[src/rtl/vga_frame_sched.sv]
// rtl/vga_frame_sched.sv - vblank-driven double-buffer swap and frame reader restart
// Frame scheduler: CPU CSR slave, swap on vblank, then base + restart writes to the reader.
module vga_frame_sched #(
  parameter int MM_CSR_ADDR_WIDTH = 4,
  parameter int MM_CSR_DATA_WIDTH = 32,
  parameter int BASE_REG_ADDR     = 1,
  parameter int CMD_REG_ADDR      = 0
) (
  input  logic                         clk,
  input  logic                         reset,
  input  logic                         vblank_start,
  input  logic [2:0]                   s_address,
  input  logic                         s_write,
  input  logic [MM_CSR_DATA_WIDTH-1:0] s_writedata,
  input  logic                         s_read,
  output logic [MM_CSR_DATA_WIDTH-1:0] s_readdata,
  output logic                         m_write,
  output logic [MM_CSR_ADDR_WIDTH-1:0] m_address,
  output logic [MM_CSR_DATA_WIDTH-1:0] m_writedata,
  input  logic                         m_waitrequest,
  output logic                         irq
);
  localparam int W = MM_CSR_DATA_WIDTH;

  typedef enum logic [1:0] {IDLE, WR_BASE, WR_CMD} state_t;

  state_t                       state_q;
  logic                         enable_q, enable_d, irq_en_q, irq_en_d;
  logic                         swap_pending_q, swap_pending_d;
  logic                         irq_flag_q, irq_flag_d, overrun_q, overrun_d;
  logic [W-1:0]                 back_addr_q, back_addr_d, front_addr_q, front_addr_d;
  logic [W-1:0]                 s_readdata_q, s_readdata_d;
  logic [15:0]                  frame_count_q;
  logic                         m_write_q;
  logic [MM_CSR_ADDR_WIDTH-1:0] m_address_q;
  logic [W-1:0]                 m_writedata_q;
  logic                         go, do_swap, done, wr_status;

  always_comb begin
    go        = vblank_start && enable_q && (state_q == IDLE);
    do_swap   = go && swap_pending_q;
    done      = m_write_q && !m_waitrequest;
    wr_status = s_write && (s_address == 3'd1);

    enable_d  = enable_q;
    irq_en_d  = irq_en_q;
    if (s_write && (s_address == 3'd0)) begin
      enable_d = s_writedata[0];
      irq_en_d = s_writedata[1];
    end
    back_addr_d = back_addr_q;
    if (s_write && (s_address == 3'd2))
      back_addr_d = {s_writedata[W-1:2], 2'b00};

    // Hardware sets take priority over same-cycle CPU clears.
    swap_pending_d = (s_write && (s_address == 3'd3)) || (swap_pending_q && !do_swap);
    irq_flag_d     = do_swap || (irq_flag_q && !(wr_status && s_writedata[1]));
    overrun_d      = (vblank_start && (state_q != IDLE)) ||
                     (overrun_q && !(wr_status && s_writedata[2]));
    front_addr_d   = do_swap ? back_addr_q : front_addr_q;

    s_readdata_d = '0;
    if (s_read) begin
      case (s_address)
        3'd0:    s_readdata_d = {{(W-2){1'b0}}, irq_en_q, enable_q};
        3'd1:    s_readdata_d = {{(W-3){1'b0}}, overrun_q, irq_flag_q, swap_pending_q};
        3'd2:    s_readdata_d = back_addr_q;
        3'd4:    s_readdata_d = front_addr_q;
        3'd5:    s_readdata_d = W'(frame_count_q);
        default: s_readdata_d = '0;
      endcase
    end
  end

  always_ff @(posedge clk) begin
    if (reset) begin
      enable_q       <= 1'b0;
      irq_en_q       <= 1'b0;
      swap_pending_q <= 1'b0;
      irq_flag_q     <= 1'b0;
      overrun_q      <= 1'b0;
      back_addr_q    <= '0;
      front_addr_q   <= '0;
      s_readdata_q   <= '0;
    end else begin
      enable_q       <= enable_d;
      irq_en_q       <= irq_en_d;
      swap_pending_q <= swap_pending_d;
      irq_flag_q     <= irq_flag_d;
      overrun_q      <= overrun_d;
      back_addr_q    <= back_addr_d;
      front_addr_q   <= front_addr_d;
      s_readdata_q   <= s_readdata_d;
    end
  end

  // Master sequencer: base write carries the post-swap front address, then restart.
  always_ff @(posedge clk) begin
    if (reset) begin
      state_q       <= IDLE;
      m_write_q     <= 1'b0;
      m_address_q   <= '0;
      m_writedata_q <= '0;
      frame_count_q <= '0;
    end else begin
      case (state_q)
        IDLE: begin
          if (go) begin
            state_q       <= WR_BASE;
            m_write_q     <= 1'b1;
            m_address_q   <= MM_CSR_ADDR_WIDTH'(BASE_REG_ADDR);
            m_writedata_q <= front_addr_d;
          end
        end
        WR_BASE: begin
          if (done) begin
            state_q       <= WR_CMD;
            m_address_q   <= MM_CSR_ADDR_WIDTH'(CMD_REG_ADDR);
            m_writedata_q <= W'(1);
          end
        end
        WR_CMD: begin
          if (done) begin
            state_q       <= IDLE;
            m_write_q     <= 1'b0;
            m_address_q   <= '0;
            m_writedata_q <= '0;
            frame_count_q <= frame_count_q + 16'd1;
          end
        end
        default: begin
          state_q   <= IDLE;
          m_write_q <= 1'b0;
        end
      endcase
    end
  end

  assign s_readdata  = s_readdata_q;
  assign m_write     = m_write_q;
  assign m_address   = m_address_q;
  assign m_writedata = m_writedata_q;
  assign irq         = irq_flag_q && irq_en_q;

endmodule
[config.mk]
export PLATFORM = sky130hd
export DESIGN_NAME = vga_frame_sched
export DESIGN_NICKNAME = d
export VERILOG_FILES = /design/src/rtl/vga_frame_sched.sv
export SDC_FILE = /design/constraint.sdc
export NUM_CORES = 1
export LEC_CHECK = 0
export BUFFER_PORTS_ARGS = -buffer_cell sky130_fd_sc_hd__buf_2
export CAP_MARGIN = 10
export CORE_MARGIN = 8
export CORE_UTILIZATION = 55
export DETAILED_ROUTE_END_ITERATION = 10
export GPL_ROUTABILITY_DRIVEN = 0
export PLACE_DENSITY = 0.81
export SYNTH_ARGS = -nofsm -noshare
export SYNTH_HDL_FRONTEND = slang
export SYNTH_SLANG_ARGS = --single-unit
export TNS_END_PERCENT = 10
[constraint.sdc]
create_clock -name clk -period 2.53 [get_ports clk]
set_input_delay 0.506 -clock clk [delete_from_list [all_inputs] [get_ports clk]]
set_output_delay 0.506 -clock clk [all_outputs]
set_load 0.05 [all_outputs]
==> impl_metrics.csv <==
group,metric,value,unit
placed_design,placed_area,6446,sq um
yosys,synth.distinct_cells,48,
sta,layout_setup_ws,0.2591,ns
cts,htree_levels,4,
detailed_routing,route.detailed.drc,0,
yosys,synth_xor_area_frac,0.01342,
sta,maxSlewHeadroom,0.4674,
sta,hold_violations,0,
finish,fin_nets,784,
power,power,5296,uW
setup_path,slowest_delay,0.47,ns
floorplanning,dieWidth,119.3,um
power,swShare,0.2150,
power,power.density,747.3,nW/um^2
detailed_routing,totalWireLength,15350,um
yosys,synth-compound-area-share,0.1342,
cts,cts_setup_buffers,0,
status,outcome,"complete, no violations",
cts,holdBufCountCts,0,
setup_path,cp_cell_sequence,"inv_1, ha_1, or2_4, a221oi_4, nand2_2, o32ai_1",
cts,cts_buffers,17,
detailed_routing,viasPerCell,5.593,
sta,setup_tns,0,ns
setup_path,critPathBufInv,1,
worst_hold_path,min_from,"s_writedata[22]",
yosys,synthAdderAreaFrac,0.01065,
yosys,synth_area_leaders,"dfxtp_1 51%, mux2i_1 8.5%, nor2_1 6.5%",
yosys,yosysSeqAreaShare,0.5148,
worst_hold_path,hold_path_class,"input pin to flop",
detailed_routing,wire_per_inst,17.30,um
cts,clk_latency,0.53,ns
global_route,grt_max_degree,47,
setup_path,r2r-start,"state_q[0]",
sta,finalCritPeriodShare,0.8976,
job,max_cap_violations,0,
sta,rsz0062_at_grt,"no",
setup_path,crit_start,"state_q[0]",
cts,clockBufferDepth,2,
yosys,yosys-mux-area-fraction,0.09099,
yosys,synth_area_per_cell,9.104,sq um
sta,fmax,0.4403,GHz
cts,postCtsResizedCells,0,
yosys,synthMostInstantiatedCell,"dfxtp_1",
setup_path,crit_slowest_cell,"nand2_2",
yosys,syn_area,5872,sq um
yosys,synth-async-reset-ratio,0,
finish,antenna_cells,0,
placed_design,place_ws,0.3071,ns
setup_path,cp.arrival,2.69,ns
global_route,grt_usage,0.2138,
sta,tightest_slew,0.7981,ns
sta,hold_ws,0.2078,ns
power,power_frac_seq,0.454,
setup_path,path_max_fanout,30,
power,p_int,4157,uW
floorplanning,die_y,119.3,um
detailed_routing,drt-pass1-iter-count,7,
detailed_routing,routed-via-count,4961,
cts,cts_tree,"built",
global_route,antenna_found_initial,0,
setup_path,criticalPathCategory,"flop to flop",
yosys,synth_edf_count,0,
floorplanning,die_area,14240,sq um
power,peakVddDrop,0.4256,mV
yosys,yosys_register_bits,151,
floorplanning,initial_core_util,0.5662,
sta,finalSetupViolations,0,
setup_path,crit_path_start_kind,"flop",
finish,layout-area-overhead-vs-synth,20.69,%
global_route,grt_pass1_vias,5031,
yosys,ys_top_cells_by_count,"151 x dfxtp_1, 102 x nor2_1, 76 x nand2_1, 56 x a21oi_1, 50 x mux2i_1",
finish,drive_above_1_share,0.2170,
yosys,yosys.area.top_type_share,0.5148,
power,pwr-share-comb,0.038,
power,total_leakage_power,0.003037,uW
sta,report.final.slew_viol_count,0,
setup_path,path_delay_family,"simple AND/OR/NAND/NOR gates",
finish,final_cell_area,7087,sq um
detailed_routing,drtIter0Drc,520,
yosys,yosys_warnings,0,
detailed_routing,ant_nets,0,
yosys,synthFlopType,"dfxtp_1",
yosys,syn_inst,645,
cts,clk_pin_slew,0.06,ns
power,p_clk_frac,0.508,
yosys,synthSimpleGateAreaFrac,0.1726,
yosys,synth_top_area_cell,"dfxtp_1",
cts,clock_tree.root_cell,"clkbuf_8",
cts,cts_sinks,151,
global_route,grt_pass1_wl,24960,um
power,p_switching,1138,uW
setup_path,crit_required,2.95,ns
global_route,gr-total-overflow,0,
placed_design,numPortBuffers,107,
floorplanning,coreArea,10370,sq um
floorplanning,pin_count,111,
floorplanning,placementRows,37,
placed_design,dp_hpwl,9957,um
setup_path,cp-end-kind,"flop",
sta,finalCriticalPeriod,2.271,ns
sta,clock-skew-final,0.004884,ns
finish,fillers,797,
yosys,synth_top_family_by_area,"simple AND/OR/NAND/NOR gates",
## area by class of cell
class	count	area (sq um)	area share
flip-flops and latches	151	3023	0.4266
multi-input cells	412	2494	0.3519
repair buffers	119	635.6	0.08969
clock inverters	12	200.2	0.02825
inverters	37	138.9	0.01960
clock buffers	20	425.4	0.06003
well taps	136	170.2	0.02401
## cell usage in the layout, fill, tap and decap left out, types with 3 or more instances in the layout
cell,instances
dfxtp_1,151
buf_2,106
nor2_1,100
nand2_1,76
a21oi_1,56
mux2i_1,50
inv_1,37
o32ai_1,30
a22oi_1,17
clkbuf_16,16
buf_4,12
nor3_1,7
xnor2_1,6
nor2b_1,6
nand2b_1,6
nand3_1,5
ha_1,5
bufinv_16,5
xor2_1,3
o21ai_0,3
and3b_1,3
nor2_2,3
mux2_2,3
conb_1,3
clkinvlp_4,3
clkbuf_1,3
## through the flow
stage                       util  std cells
after floorplan                -        647
after global placement    0.6216        854
after detailed placement  0.6216        854
after CTS                 0.6820        886
after global routing      0.6834        887
final                     0.6834        887
## routing by layer
metal / GRT usage / wire [um] / vias up
li1: - / - / 2368
met4: 0.09524 / 309 / 0
met1: 0.2553 / 6474 / 2372
met2: 0.3530 / 7424 / 190
met5: 0 / 0 / -
met3: 0.05952 / 1136 / 31
## worst register-to-register path: cells and delay by family (launching register included)
kind	cells	cell delay [ns]
AO/OA/AOI/OAI	2	0.61
flip-flops	1	0.39
adder cells (fa/ha/maj)	1	0.31
buffers and inverters	1	0.08
AND/OR/NAND/NOR	2	0.77
## power groups by stage
stage / Combinational [uW] / Sequential [uW] / Clock, uW
floorplan: 120 / 2460 / 0
global placement: 193 / 2460 / 0
detailed placement: 196 / 2460 / 0
CTS: 197 / 2400 / 2690
global route: 216 / 2410 / 2800
finish: 202 / 2400 / 2690
## state kept, by name, indices dropped and copies added (netlist names), 2 cells and up
| signal | count |
|---|---|
| state_q | 2 |
| front_addr_q | 32 |
| back_addr_q | 30 |
| frame_count_q | 16 |
| s_readdata | 32 |
| m_writedata | 32 |
## cell families (layout without fill, tap and decap cells)
kind of cell    after synthesis  in the layout
fa+ha+maj                     5              5
mux                          53             53
simple gates                226            226
compound gates              116            116
buf+inv                      84            188
flops                       151            151
other cells                   1              3
xor+xnor                      9              9
## worst paths after layout
| path | endpoint | slack, ns | depth (start not counted) |
|---|---|---|---|
| worst max-delay path | m_writedata[15] | 0.26 | 6 |
| worst min register to register | irq_flag_q | 0.47 | 2 |
| worst max register to register | m_writedata[15] | 0.26 | 6 |
| worst min-delay path | back_addr_q[22] | 0.21 | 3 |
No activity file was read; power rests on OpenSTA's default activity.
